File: src/rtl/tl_monitor.sv
// Passive lamp-side checker for a traffic-light controller: tracks phase and dwell,
// latches the first sequence/timing violation, and counts completed R->G->Y->R cycles.
module tl_monitor #(
  parameter int MIN_R     = 4,
  parameter int MIN_G     = 4,
  parameter int MIN_Y     = 2,
  parameter int MAX_DWELL = 64,
  parameter int DW        = 8,
  parameter int CW        = 16
) (
  input  logic          clk,
  input  logic          reset,
  input  logic          r,
  input  logic          y,
  input  logic          g,
  output logic [2:0]    phase,
  output logic [DW-1:0] dwell,
  output logic [CW-1:0] cycle_cnt,
  output logic          err,
  output logic [2:0]    err_code
);

  typedef enum logic [2:0] {
    IDLE   = 3'd0,
    RED    = 3'd1,
    GREEN  = 3'd2,
    YELLOW = 3'd3,
    ERROR  = 3'd4
  } phase_t;

  localparam logic [DW-1:0] MAX_D = DW'(MAX_DWELL);

  phase_t        phase_reg, phase_next;
  logic [DW-1:0] dwell_reg, dwell_next;
  logic [CW-1:0] cycle_reg, cycle_next;
  logic          err_reg, err_next;
  logic [2:0]    code_reg, code_next;

  logic   lamp_multi, lamp_dark;
  phase_t lamp_col;
  logic   lit, stay, advance;
  logic   illegal, early, timeout, dark_err;
  logic [2:0] code_det;

  function automatic phase_t succ(input phase_t p);
    case (p)
      RED:     succ = GREEN;
      GREEN:   succ = YELLOW;
      YELLOW:  succ = RED;
      default: succ = IDLE;
    endcase
  endfunction

  function automatic logic [DW-1:0] min_dwell(input phase_t p);
    case (p)
      RED:     min_dwell = DW'(MIN_R);
      GREEN:   min_dwell = DW'(MIN_G);
      YELLOW:  min_dwell = DW'(MIN_Y);
      default: min_dwell = '0;
    endcase
  endfunction

  // Lamp decode: colour is only meaningful when neither dark nor multi.
  assign lamp_multi = (r & y) | (r & g) | (y & g);
  assign lamp_dark  = ~(r | y | g);

  always_comb begin
    lamp_col = IDLE;
    if (r)      lamp_col = RED;
    else if (g) lamp_col = GREEN;
    else if (y) lamp_col = YELLOW;
  end

  // Violation detection, judged against the phase being left and the pre-update dwell.
  always_comb begin
    lit      = (phase_reg == RED) || (phase_reg == GREEN) || (phase_reg == YELLOW);
    stay     = lit && !lamp_multi && !lamp_dark && (lamp_col == phase_reg);
    advance  = lit && !lamp_multi && !lamp_dark && (lamp_col == succ(phase_reg));
    illegal  = !lamp_multi && !lamp_dark &&
               (((phase_reg == IDLE) && (lamp_col != RED)) || (lit && !stay && !advance));
    early    = advance && (dwell_reg < min_dwell(phase_reg));
    timeout  = stay && (dwell_reg == MAX_D);
    dark_err = lit && lamp_dark;

    code_det = 3'd0;
    if (phase_reg != ERROR) begin
      if (lamp_multi)    code_det = 3'd1;
      else if (illegal)  code_det = 3'd2;
      else if (early)    code_det = 3'd3;
      else if (timeout)  code_det = 3'd4;
      else if (dark_err) code_det = 3'd5;
    end
  end

  always_comb begin
    phase_next = phase_reg;
    dwell_next = dwell_reg;
    cycle_next = cycle_reg;
    err_next   = err_reg;
    code_next  = code_reg;

    if (phase_reg == ERROR) begin
      // absorbing: everything frozen until reset
    end else if (code_det != 3'd0) begin
      phase_next = ERROR;
      err_next   = 1'b1;
      code_next  = code_det;
    end else if (phase_reg == IDLE) begin
      if (!lamp_dark) begin
        phase_next = RED;
        dwell_next = DW'(1);
      end
    end else if (stay) begin
      if (dwell_reg != '1) dwell_next = dwell_reg + 1'b1;
    end else if (advance) begin
      phase_next = lamp_col;
      dwell_next = DW'(1);
      if ((phase_reg == YELLOW) && (cycle_reg != '1)) cycle_next = cycle_reg + 1'b1;
    end
  end

  always_ff @(posedge clk) begin
    if (reset) begin
      phase_reg <= IDLE;
      dwell_reg <= '0;
      cycle_reg <= '0;
      err_reg   <= 1'b0;
      code_reg  <= 3'd0;
    end else begin
      phase_reg <= phase_next;
      dwell_reg <= dwell_next;
      cycle_reg <= cycle_next;
      err_reg   <= err_next;
      code_reg  <= code_next;
    end
  end

  assign phase     = phase_reg;
  assign dwell     = dwell_reg;
  assign cycle_cnt = cycle_reg;
  assign err       = err_reg;
  assign err_code  = code_reg;

endmodule
File: config.mk
export PLATFORM = sky130hd
export DESIGN_NAME = tl_monitor
export DESIGN_NICKNAME = d
export VERILOG_FILES = /design/src/rtl/tl_monitor.sv
export SDC_FILE = /design/constraint.sdc
export NUM_CORES = 1
export LEC_CHECK = 0
export BUFFER_PORTS_ARGS = -buffer_cell sky130_fd_sc_hd__buf_2
export CORE_ASPECT_RATIO = 1.2
export CORE_MARGIN = 2
export CORE_UTILIZATION = 59
export DETAILED_ROUTE_END_ITERATION = 16
export GPL_TIMING_DRIVEN = 0
export PLACE_DENSITY = 0.93
export REMOVE_ABC_BUFFERS = 1
export SKIP_LAST_GASP = 1
export SLEW_MARGIN = 20
export SYNTH_ARGS = -nofsm -noshare
export SYNTH_HDL_FRONTEND = slang
export SYNTH_SLANG_ARGS = --single-unit
File: constraint.sdc
create_clock -name clk -period 5.6 [get_ports clk]
set_input_delay 0.56 -clock clk [delete_from_list [all_inputs] [get_ports clk]]
set_output_delay 0.56 -clock clk [all_outputs]
set_load 0.03 [all_outputs]
==> Word-level counts from Yosys, hierarchy flattened <==
Index checks and enable logic that the tools add are counted.
{ "op_classes": {"magnitude_cmp": 1, "bitwise_logic": 12, "eq_ne": 15, "n_reduce_logical": 28, "addsub": 2, "mux": 21} }
{ "ops": {"columns": ["op", "n"], "rows": [
  ["$mux 8", 5],
  ["$mux 3", 13],
  ["$add 16x1->16 const B", 1],
  ["$ne 16x16->1 const B", 1],
  ["$logic_and 1x1->1", 13],
  ["$ne 3x1->1 const B", 3],
  ["$reduce_bool 3->1", 3],
  ["$add 8x1->8 const B", 1],
  ["$eq 8x7->1 const B", 1],
  ["$lt 8x8->1", 1],
  ["$ne 8x8->1 const B", 1],
  ["$eq 3x2->1 const B", 2],
  ["$eq 3x3->1", 2],
  ["$pmux 2 s3", 1],
  ["$pmux 3 s2", 1],
  ["$reduce_and 6->1", 1],
  ["$not 1->1", 5],
  ["$reduce_and 5->1", 1],
  ["$or 1x1->1", 4],
  ["$reduce_and 4->1", 1],
  ["$and 1x1->1", 3],
  ["$eq 3x1->1 const B", 1],
  ["$eq 3x3->1 const B", 1],
  ["$logic_not 1->1", 3],
  ["other kinds (8)", 10]
]} }
{ "word_totals": {"elab_cells": 84, "input_bits": 5, "reg_bits": 31} }

==> Longest topological paths before layout <==
{ "depth": {"word_depth": 18, "ltp_mapped": 12, "mapped_depth_nobuf": 8} }

==> Least setup slack after synthesis <==
No wires, ideal clock.
{ "synth_path": {"kind": "register to register", "start": "register phase_reg[1] (netlist: phase[1])", "end": "register cycle_reg[5] (netlist: cycle_cnt[5])", "arrival_ns": 2.850, "path_buffers": 3, "path_stages_with_launch": 12, "period_less_slack_ns": 2.986, "setup_slack_ns": 2.614, "setup_time_ns": 0.135, "required_ns": 5.465, "path_cell_list": "dfxtp_1 -> clkbuf_1 -> xor2_1 -> nand2b_1 -> ha_1 -> o21ai_0 -> o2111a_2 -> or4_4 -> buf_6 -> buf_2 -> o311ai_0 -> o41ai_1"} }
{ "synth_via": {"elab_chain_len": 17, "elab_cells_between_ends": 41, "cone_classes": "order compare (1); eq/ne (7); mux (8); bitwise (4); reduce/logical (21)"} }
{ "synth_lines": {"columns": ["item", "line", "source"], "rows": [
  ["start: declaration", "33", "phase_t phase_reg, phase_next;"],
  ["start signal: assignment", "130", "phase_reg <= phase_next;"],
  ["parallel branches: the longest is 16 deep, another holds $lt 8x8->1", null, null],
  ["$reduce_and 6->1 (no line) (*)", null, null],
  ["end signal: assignment", "132", "cycle_reg <= cycle_next;"],
  ["end: declaration", "35", "logic [CW-1:0] cycle_reg, cycle_next;"]
]} }
Every way passes the cells marked *.
A chain may end at the register's enable or synchronous reset.

==> Final worst setup path <==
{ "layout_path": {"start": "register phase_reg[1] (netlist: phase[1])", "end": "register cycle_reg[6] (netlist: cycle_cnt[6])"} }
The elaborated chain is that of the path after synthesis.

==> metrics.txt <==
final worst-path cycle share=0.545; routed vias/inst=6.58; post-synthesis sequential area ratio=0.321; Max Fclk=328 MHz; total power=480 uW; Worst slew margin=0.513; switch share=0.313; Syn Area/Cell=8.23 um^2; Worst Path Arrival=3.31 ns; vias in the first global route=1725; final wirelength=4450 um; Fillers=262; CP Class=reg -> reg; WP data required=5.86 ns; synth top area cells=dfxtp_1, a21oi_1, o21ai_0, nor2_1, and3_1; height of the die=66.7 um; VDD IR max=0.184 mV; crit start category=register; Longest Clk Path Bufs=2; worst slew pin tran=0.724 ns; vias after detailed routing=1966; met2 routed WL=2220 um; initial core utilization=0.627; grt ovf=0; CTS resizes=0; #FFs+latches synth=31; Sw Pwr=150 uW; DR iter-0 viols=78; Placed Cells=291; Final Wtd Congestion=0.881; RSZ-0062 raised after global routing=no; largest area contributor in the netlist=dfxtp_1; Clock power frac=0.312; outcome=finished, final reports clean; Avg WL per Cell=14.9 um; post-route ant nets=0; Die X=56.3 um; met3 wire len=226 um; HPWL after DPL=3000 um; max reg flops=16; ys flop type=dfxtp_1; drt drc=0; Slew Limit Fails=0; worst skew pair latency=0.33 ns; final setup violation count=0; PortBufs=35; clk_skew=0.00308 ns; Pint=330 uW; CP max FO=34; sequential power share=0.496; cts bufs inserted=5; CTS Hold Bufs=0; Nets=271; Tmin final=3.05 ns; CP Capture Type=register; Syn Inst Count=235; met1 wire length=1930 um; Antenna Cells=0; Hold Path Class=reg -> reg; max cap viols=0; combinational share of power=0.192; initial antenna violation count=0; Synth top area share=0.321; Layout area overhead=11.1%; core region area=3080 um^2; Top Layer Used=met4; number of flops mapped to enable cells by yosys=0; leakage=0.869 nW; post-synth cell types=52; Post-Syn Area=1930 um^2; # rows=22; layout cell share with drive strength beyond 1=0.202; largest net degree at the start of global routing=35; Post-Route Setup TNS=0 ns; Cell Area, Placed=2080 um^2; Num Clock Sinks=31; die area=3750 um^2; Finished Cell Area=2150 um^2; H-tree Lvls=2; Fin. Hold Viols=0; total track usage=0.250; Finished Layout Cells=299; Post-CTS Setup Inserts=0; clk root buf=clkbuf_4; Clock Pin Slew Worst Setup and Hold Paths=0.10 ns; First-pass DRT Iterations=4; pwr/cell area=224 nW/um^2; Synthesis Warnings=0; CTS tree=done; fraction of registers with async set/reset=0; Boundary Pins=36; first-pass GRT wire length=7450 um
-- placed cells by master (no fill, tap or decap), drive strengths merged, types with 3 or more instances in the layout --
master,count
inv,4
buf,35
clkbuf,8
nand4,4
o31a,3
or4,5
nor3,6
nor4,4
nand3,11
a21oi,20
a311oi,6
o31ai,5
nor2b,3
nor2,18
and3,10
or3,7
o21a,6
ha,4
o21ai,15
dfxtp,31
nand3b,6
nand2,5
nand2b,9
-- Yosys cell counts, drive strengths merged (3+ instances only) --
master,n
o31a,3
or3,7
nand3,11
clkbuf,9
dfxtp,31
nand3b,6
inv,4
or4,5
ha,4
a21oi,20
nand2b,9
a311oi,6
nor2,18
and3,10
buf,6
nand2,5
nand4,4
o21a,6
o31ai,5
nor2b,3
o21ai,15
nor3,6
nor4,4
-- worst paths after layout --
kind,slack (ns),cells past startpoint,from,endpoint
setup / recovery,2.55,8,phase[1],cycle_cnt[6]
hold / removal,0.47,2,err,err
setup reg to reg,2.55,8,phase[1],cycle_cnt[6]
hold reg to reg,0.47,2,err,err
-- area by class of cell --
| cell class | instances | area [um^2] | area share |
|---|---|---|---|
| clock buffer | 8 | 68.8 | 0.0321 |
| multi-input combinational | 185 | 1220 | 0.569 |
| inverter | 4 | 15.0 | 0.00699 |
| sequential | 31 | 621 | 0.289 |
| tap | 36 | 45.0 | 0.0210 |
| timing repair buffer | 35 | 175 | 0.0816 |
-- routing by layer --
metal / vias up / global-route usage
met5: - / 0
met2: 61 / 0.432
met4: 0 / 0.128
met1: 931 / 0.289
li1: 966 / -
met3: 8 / 0.0563
-- logic make-up (layout without fill, tap and decap cells) --
| kind of cell | count (synthesis) | after routing | synth area share |
|---|---|---|---|
| AND/OR/NAND/NOR | 103 | 103 | 0.320 |
| AO/OA/AOI/OAI | 73 | 73 | 0.258 |
| flip-flops | 31 | 31 | 0.321 |
| buffers and inverters | 19 | 47 | 0.0498 |
| adder cells (fa/ha/maj) | 4 | 4 | 0.0259 |
| XOR/XNOR | 3 | 3 | 0.0136 |
| multiplexers | 2 | 2 | 0.0116 |
-- power by group through the flow --
stage	Sequential [mW]	Combinational [mW]	Clock (mW)
global placement	0.243	0.0888	0
CTS	0.238	0.0920	0.151
global route	0.239	0.102	0.162
detailed placement	0.243	0.0917	0
finish	0.238	0.0923	0.150
floorplan	0.253	0.0512	0
-- worst max-delay path, cell delays in order (launching register included) --
cell	delay (ns)
dfxtp_1	0.65
xor2_1	0.19
nand2b_1	0.07
ha_1	0.27
o21ai_0	0.11
o2111a_2	0.22
or4_4	0.72
or4_1	0.57
a21oi_1	0.16
-- metrics by stage --
| step | hold slack (ns) | setup slack (ns) | utilization |
|---|---|---|---|
| 2_1_floorplan | 0.602 | 2.72 | - |
| 3_3_place_gp | 0.446 | 2.54 | 0.672 |
| 3_5_place_dp | 0.455 | 2.63 | 0.674 |
| 4_1_cts | 0.476 | 2.58 | 0.696 |
| 5_1_grt | 0.512 | 2.40 | 0.696 |
| 6_report | 0.469 | 2.55 | 0.696 |
(Power assumes the default switching activity.)
